$ cat src/rtl/mult_seq_pkg.sv
// Shared types and defaults for the multiplier operand sequencer.
// States, operand/product widths and cycle budgets.
package mult_seq_pkg;

  localparam int WIDTH          = 16;
  localparam int PROD_W         = 32;
  localparam int DRAIN_CYCLES   = 72;
  localparam int TIMEOUT_CYCLES = 48;

  typedef enum logic [2:0] {
    S_DRAIN,
    S_IDLE,
    S_START,
    S_RUN,
    S_HOLD
  } state_e;

endpackage

$ cat src/rtl/mult_seq_cycle_cnt.sv
// Loadable up-counter with terminal-count compare.
// Saturates at TERM-1; clr reloads zero.
module mult_seq_cycle_cnt #(
  parameter int TERM = 72
) (
  input  logic clk,
  input  logic rst,
  input  logic clr,
  input  logic en,
  output logic tc
);

  localparam int W = $clog2(TERM + 1);
  localparam logic [W-1:0] LAST = W'(TERM - 1);

  logic [W-1:0] cnt_q;
  logic [W-1:0] cnt_d;

  assign tc = (cnt_q == LAST);

  // Count while enabled, hold at terminal, reload on clear.
  always_comb begin
    cnt_d = cnt_q;
    if (clr) begin
      cnt_d = '0;
    end else if (en && !tc) begin
      cnt_d = cnt_q + 1'b1;
    end
  end

  // Counter register.
  always_ff @(posedge clk or posedge rst) begin
    if (rst) begin
      cnt_q <= '0;
    end else begin
      cnt_q <= cnt_d;
    end
  end

endmodule

$ cat src/rtl/mult_operand_sequencer.sv
// Issue/collect stage for the 16x16 sequential multiplier core.
// Optional RUN watchdog: define MULT_SEQ_TIMEOUT_EN.
module mult_operand_sequencer
  import mult_seq_pkg::*;
#(
  parameter int WIDTH = mult_seq_pkg::WIDTH,
`ifdef MULT_SEQ_TIMEOUT_EN
  parameter int TIMEOUT_CYCLES = mult_seq_pkg::TIMEOUT_CYCLES,
`endif
  parameter int DRAIN_CYCLES = mult_seq_pkg::DRAIN_CYCLES
) (
  input  logic               clk,
  input  logic               rst,
  input  logic               in_valid,
  output logic               in_ready,
  input  logic [WIDTH-1:0]   in_mplier,
  input  logic [WIDTH-1:0]   in_mcand,
  output logic               out_valid,
  input  logic               out_ready,
  output logic [2*WIDTH-1:0] out_product,
  output logic               mul_st,
  output logic [WIDTH-1:0]   mul_mplier,
  output logic [WIDTH-1:0]   mul_mcand,
  input  logic               mul_done,
  input  logic [2*WIDTH-1:0] mul_product,
  output logic               err
);

  state_e             state_q, state_d;
  logic [WIDTH-1:0]   mplier_q, mplier_d;
  logic [WIDTH-1:0]   mcand_q, mcand_d;
  logic               out_valid_q, out_valid_d;
  logic [2*WIDTH-1:0] out_product_q, out_product_d;
  logic               accept;
  logic               drain_tc;
  logic               to_tc;

  assign in_ready    = (state_q == S_IDLE) |
                       ((state_q == S_HOLD) & out_ready);
  assign accept      = in_valid & in_ready;
  assign mul_st      = (state_q == S_START);
  assign mul_mplier  = mplier_q;
  assign mul_mcand   = mcand_q;
  assign out_valid   = out_valid_q;
  assign out_product = out_product_q;

  mult_seq_cycle_cnt #(
    .TERM (DRAIN_CYCLES)
  ) u_drain_cnt (
    .clk (clk),
    .rst (rst),
    .clr (state_q != S_DRAIN),
    .en  (state_q == S_DRAIN),
    .tc  (drain_tc)
  );

`ifdef MULT_SEQ_TIMEOUT_EN
  logic err_q, err_d;

  mult_seq_cycle_cnt #(
    .TERM (TIMEOUT_CYCLES)
  ) u_timeout_cnt (
    .clk (clk),
    .rst (rst),
    .clr (state_q != S_RUN),
    .en  (state_q == S_RUN),
    .tc  (to_tc)
  );

  assign err = err_q;

  // Sticky timeout flag, cleared only by reset.
  always_comb begin
    err_d = err_q;
    if (state_q == S_RUN && !mul_done && to_tc) begin
      err_d = 1'b1;
    end
  end

  // Error flag register.
  always_ff @(posedge clk or posedge rst) begin
    if (rst) begin
      err_q <= 1'b0;
    end else begin
      err_q <= err_d;
    end
  end
`else
  assign to_tc = 1'b0;
  assign err   = 1'b0;
`endif

  // Next-state, operand latch and result capture.
  always_comb begin
    state_d       = state_q;
    mplier_d      = mplier_q;
    mcand_d       = mcand_q;
    out_valid_d   = out_valid_q;
    out_product_d = out_product_q;
    if (accept) begin
      mplier_d = in_mplier;
      mcand_d  = in_mcand;
    end
    case (state_q)
      S_DRAIN: begin
        if (drain_tc) state_d = S_IDLE;
      end
      S_IDLE: begin
        if (in_valid) state_d = S_START;
      end
      S_START: begin
        state_d = S_RUN;
      end
      S_RUN: begin
        if (mul_done) begin
          out_product_d = mul_product;
          out_valid_d   = 1'b1;
          state_d       = S_HOLD;
        end else if (to_tc) begin
          state_d = S_DRAIN;
        end
      end
      S_HOLD: begin
        if (out_ready) begin
          out_valid_d = 1'b0;
          state_d     = in_valid ? S_START : S_IDLE;
        end
      end
      default: begin
        state_d = S_DRAIN;
      end
    endcase
  end

  // Sequencer registers; reset drops any in-flight result.
  always_ff @(posedge clk or posedge rst) begin
    if (rst) begin
      state_q       <= S_DRAIN;
      mplier_q      <= '0;
      mcand_q       <= '0;
      out_valid_q   <= 1'b0;
      out_product_q <= '0;
    end else begin
      state_q       <= state_d;
      mplier_q      <= mplier_d;
      mcand_q       <= mcand_d;
      out_valid_q   <= out_valid_d;
      out_product_q <= out_product_d;
    end
  end

endmodule

$ cat config.mk
export PLATFORM = sky130hd
export DESIGN_NAME = mult_operand_sequencer
export DESIGN_NICKNAME = d
export VERILOG_FILES = /design/src/rtl/mult_seq_pkg.sv /design/src/rtl/mult_seq_cycle_cnt.sv /design/src/rtl/mult_operand_sequencer.sv
export SDC_FILE = /design/constraint.sdc
export NUM_CORES = 1
export LEC_CHECK = 0
export ABC_CLOCK_PERIOD_IN_PS = 4200
export CAP_MARGIN = 10
export CORE_MARGIN = 4
export CORE_UTILIZATION = 42
export CTS_BUF_LIST = sky130_fd_sc_hd__clkbuf_16
export CTS_CLUSTER_SIZE = 28
export DETAILED_ROUTE_END_ITERATION = 7
export GPL_TIMING_DRIVEN = 0
export PLACE_DENSITY = 0.85
export SYNTH_ARGS = -nofsm -noshare
export SYNTH_HDL_FRONTEND = slang
export SYNTH_SLANG_ARGS = --single-unit
export TNS_END_PERCENT = 1
$ cat constraint.sdc
create_clock -name clk -period 4.2 [get_ports clk]
set_clock_uncertainty 0.2 [all_clocks]
set_input_delay 1.26 -clock clk [delete_from_list [all_inputs] [get_ports clk]]
set_output_delay 1.26 -clock clk [all_outputs]
set_load 0.01 [all_outputs]
Word level (Yosys, flattened, before mapping). Index checks and enable logic that the tools add are counted.

Bits of input ports: 69. Register bits: 75. Logic and storage cells: 39.

$add $sub $neg: 1. Equal/unequal tests: 9. Bitwise operators: 3. Reduce and logical (&&, ||, !) cells: 9. Mux-type cells: 11.

Operators with widths (count): $pmux W3 S5 (1); $mux W7 (2); $mux W3 (4); $ne A2 B2 Y1 const B (4); $add A7 B1 Y7 const B (1); $eq A7 B7 Y1 const B (1); $eq A3 B2 Y1 const B (2); $reduce_and A4 Y1 (1); $reduce_bool A2 Y1 (2); $eq A3 B1 Y1 const B (1); $eq A3 B3 Y1 const B (1); $logic_not A3 Y1 (1); $reduce_and A3 Y1 (1); $reduce_bool A3 Y1 (1); $and A1 B1 Y1 (2); $mux W1 (2); $mux W2 (1); $pmux W1 S2 (1); $reduce_and A2 Y1 (1); $logic_and A1 B1 Y1 (1); $logic_not A1 Y1 (1); $or A1 B1 Y1 (1).

Longest topological paths before layout.
Depth after elaboration: 5. Mapped depth: 5. Mapped depth without buffers: 4.

By module. Synthesis repeated with hierarchy kept, for this count alone.

Cells, all modules: 338. Area total of the unflattened synthesis: 3915.0 um^2.

By module, submodules not included: mult_operand_sequencer (seq. area each 1701.6 um^2, cells each 293, times used 1, area an instance 3477.1 um^2); mult_seq_cycle_cnt (seq. area each 175.2 um^2, cells each 45, times used 1, area an instance 437.9 um^2).

Worst setup path after synthesis. Ideal clock, no wire load.

Path kind: input port to output port. From: input out_ready. To: output in_ready. Cell stages on the path: 2. Required time: 2.740 ns. Arrival time: 1.575 ns. Path buffers: 0. Setup slack: 1.165 ns. Path through: nand3b_4 > a21oi_1.

Word-level cells in the longest chain between the ends: 2.

RTL lines: start: declaration (line mult_operand_sequencer.sv:19) `input logic out_ready,`; $and A1 B1 Y1 (line mult_operand_sequencer.sv:39) `((state_q == S_HOLD) & out_ready);`; $or A1 B1 Y1 (line mult_operand_sequencer.sv:38) `assign in_ready = (state_q == S_IDLE) |`; end: declaration (line mult_operand_sequencer.sv:15) `output logic in_ready,`.

Every way passes these cells.

Worst setup path after layout. Ends and elaborated chain as after synthesis.

==> summary.md <==
| Metric | Value |
|---|---|
| Outcome | `finished clean` |
| GPL Wtd Cong | `0.7527` |
| Crit-path slowest cell | `clkdlybuf4s50_1` |
| Final Hold Vio Count | `0` |
| Antenna cells | `0` |
| Final worst slack | `274.2 ps` |
| CTS root buf | `clkbuf_16` |
| Final Setup Violations | `0` |
| Total track usage | `17.03%` |
| Top cells by count, synth | `75 x dfrtp_1, 61 x mux2_1, 7 x a21oi_1, 7 x buf_2` |
| Leak pwr | `2.037 nW` |
| Max-slew violations | `0` |
| Synth Area per Inst | `14.81 um2` |
| Asr flop ratio synth | `100.0%` |
| Initial Util | `44.14%` |
| Critical Path RT | `2740 ps` |
| FF+latch area | `1877 um2` |
| DRT Pass-1 Iters | `4` |
| Die width | `93.43 um` |
| FMAX | `254.7 MHz` |
| R2r worst-path depth | `5` |
| CP bufs+invs | `2` |
| Num CTS Buffers | `9` |
| Pwr/cell area | `724.3 nW/um2` |
| Largest net degree at the start of global routing | `41` |
| I/O Buffers | `135` |
| DR iter-0 viols | `50` |
| Area of the multi-input gates | `1097 um2` |
| TNS Setup | `0 ps` |
| WP data arrival | `2470 ps` |
| Antenna Nets Post-Route | `0` |
| Initial antenna violation count | `0` |
| RSZ-0062 raised after global routing | `false` |
| CTS tree | `built` |
| Setup bufs post-CTS | `0` |
| R2r endpoint | `mul_mcand[5]` |
| Total of max-cap violations | `0` |
| Yosys top cell area share | `61.22%` |
| Ratio of cells with drive above 1 in the final layout | `10.58%` |
| Nets@finish | `424` |
| Hold crit path type | `reg -> reg` |
| Gr ovfl total | `0` |
| Vias in the first global route | `2410` |
| Number of synthesized flops with an enable pin | `0` |
| Synth warnings | `0` |
| CTS clk-pin slew, worst paths | `50 ps` |
| DRC viols | `0` |
| VDD IR max | `0.4116 mV` |
| Cell variety after synth | `35` |
| Die extent in y | `93.43 um` |
| Die area | `8729 um2` |
| Via count | `2192` |
| Routed len/inst | `15.37 um` |
| Post-place setup slack | `-16.26 ps` |
| Core Area | `6944 um2` |
| Crit path largest cell delay | `570 ps` |
| Post-Place Cells | `439` |
| Final Cycle Share | `93.47%` |
| Levels on crit path | `4` |
| Maximum fanout along the worst path | `5` |
| Fin cells | `455` |
| Critical path endpoint category | `output pin` |
| Mapped cell area | `3065 um2` |
| Crit Path Class | `in -> out` |
| Syn_nets | `277` |
| Layout area overhead | `59.06%` |
| Clk_lat worst skew | `330 ps` |
| Worst setup startpoint | `out_ready` |
| FF-to-FF Start | `state_q[2]` |
| HPWL Detailed | `5.319 mm` |
| Fillers | `495` |
| Crit path cell chain | `dlygate4sd2_1 > nand3b_4 > a21oi_1 > clkdlybuf4s50_1` |
| Top post-synthesis cells by area | `dfrtp_1 61%, mux2_1 22%, a21oi_1 1.1%` |
| Min Hold Slack | `282.2 ps` |
| Synth area leader | `dfrtp_1` |
| H-tree depth | `3` |
| Ports | `137` |
| Crit path to | `in_ready` |
| Std cell rows | `30` |
| Setup crit start kind | `input pin` |
| Flop-to-flop setup slack | `2310 ps` |
| Mean number of vias per cell | `4.818` |
| Clk sinks | `75` |
| Min Tclk post-route | `3926 ps` |
| Clock Path Buffers | `2` |
| Synth Instances | `207` |
| First-pass GRT wire length | `11.70 mm` |
| Count leader, synth | `dfrtp_1` |
| Main flop type after synthesis | `dfrtp_1` |
| Yosys reg bits | `75` |
| Seq/Total Area, Yosys | `61.22%` |
| Drt total wl | `6.992 mm` |
| CP top delay family | `buffers and inverters` |
worst min-delay path by stage:
stage                                    start                    to  slack, ps  cells after the start
after CTS                        mul_mplier[9]         mul_mplier[9]        290                      1
after detailed placement        mul_mplier[15]        mul_mplier[15]        270                      1
final                             mul_mcand[2]          mul_mcand[2]        280                      1
after global routing             mul_mcand[14]         mul_mcand[14]        290                      1
after floorplan           u_drain_cnt.cnt_q[6]  u_drain_cnt.cnt_q[6]        320                      2
after global placement           mul_mplier[8]         mul_mplier[8]        270                      1
logic make-up (layout without fill, tap and decap cells):
logic type      count (synthesis)  in the layout  synth area share [%]
flops                          75             75                 61.22
compound gates                 20             20                 4.327
other cells                     1              1                0.1223
buf+inv                        15            167                 2.980
simple gates                   28             28                 6.572
mux                            64             64                 23.51
fa+ha+maj                       1              1                0.4081
xor+xnor                        3              3                0.8573
routing by layer:
layer | up-vias | part of all wire, % | GRT usage, %
li1 | 1024 | - | -
met1 | 1081 | 40 | 20.64
met2 | 79 | 51 | 28.53
met3 | 8 | 8.0 | 5.229
met4 | 0 | 1.1 | 6.227
met5 | - | 0 | 0
power breakdown:
part           leakage (nW)  internal (mW)  switching [mW]
logic                 0.981          0.913           0.590
clock network         0.155          0.519           0.291
registers             0.901           1.06           0.156
final cells by class:
type | count | area share [%]
sequential | 75 | 38.49
clock buffer | 9 | 4.619
inverter | 2 | 0.2053
buffer | 13 | 1.719
multi-input combinational | 117 | 22.50
clock inverter | 7 | 1.899
tap | 96 | 2.463
timing repair buffer | 136 | 28.10
metrics by stage:
step                      util (%)  area, um2  total power [mW]
final                        70.22       4876             3.532
after global routing         70.22       4876             3.742
after CTS                    70.22       4876             3.585
after detailed placement     65.66       4559             2.758
after global placement       65.33       4537             2.700
after floorplan                  -       3065             1.893
cells in the final DEF, fill, tap and decap left out, drive strengths merged, types with 2 or more instances in the layout:
master         Yosys  routed
a21oi              8       8
a31o               2       2
a31oi              3       3
buf               11      12
bufinv             0       2
clkbuf             2      11
clkdlybuf4s50      0     134
clkinv             0       2
dfrtp             75      75
inv                2       4
mux2              64      64
nand2              4       4
nand2b             3       3
nand3              5       5
nand4              2       2
nor2               2       2
nor2b              4       4
o21ai              3       3
or3                3       3
xor2               2       2
sequential cells by signal, indices dropped and copies added (netlist names):
name               flops
mul_mcand             16
state_q                3
mul_mplier            16
u_drain_cnt.cnt_q      7
out_product           32
out_valid              1
worst register-to-register path, cell delays in order (launching register included):
cell and delay, ps:
dfrtp_1 360, buf_2 190, nand2b_1 220, a21oi_4 260, buf_6 200, mux2_1 340
timing repair:
| action | in CTS | in global routing |
|---|---|---|
| gates resized for setup | 1 | 0 |
| endpoints found under the setup margin | 1 | 0 |
| hold buffers | 0 | 0 |
Power figures use the tool's default switching activity.
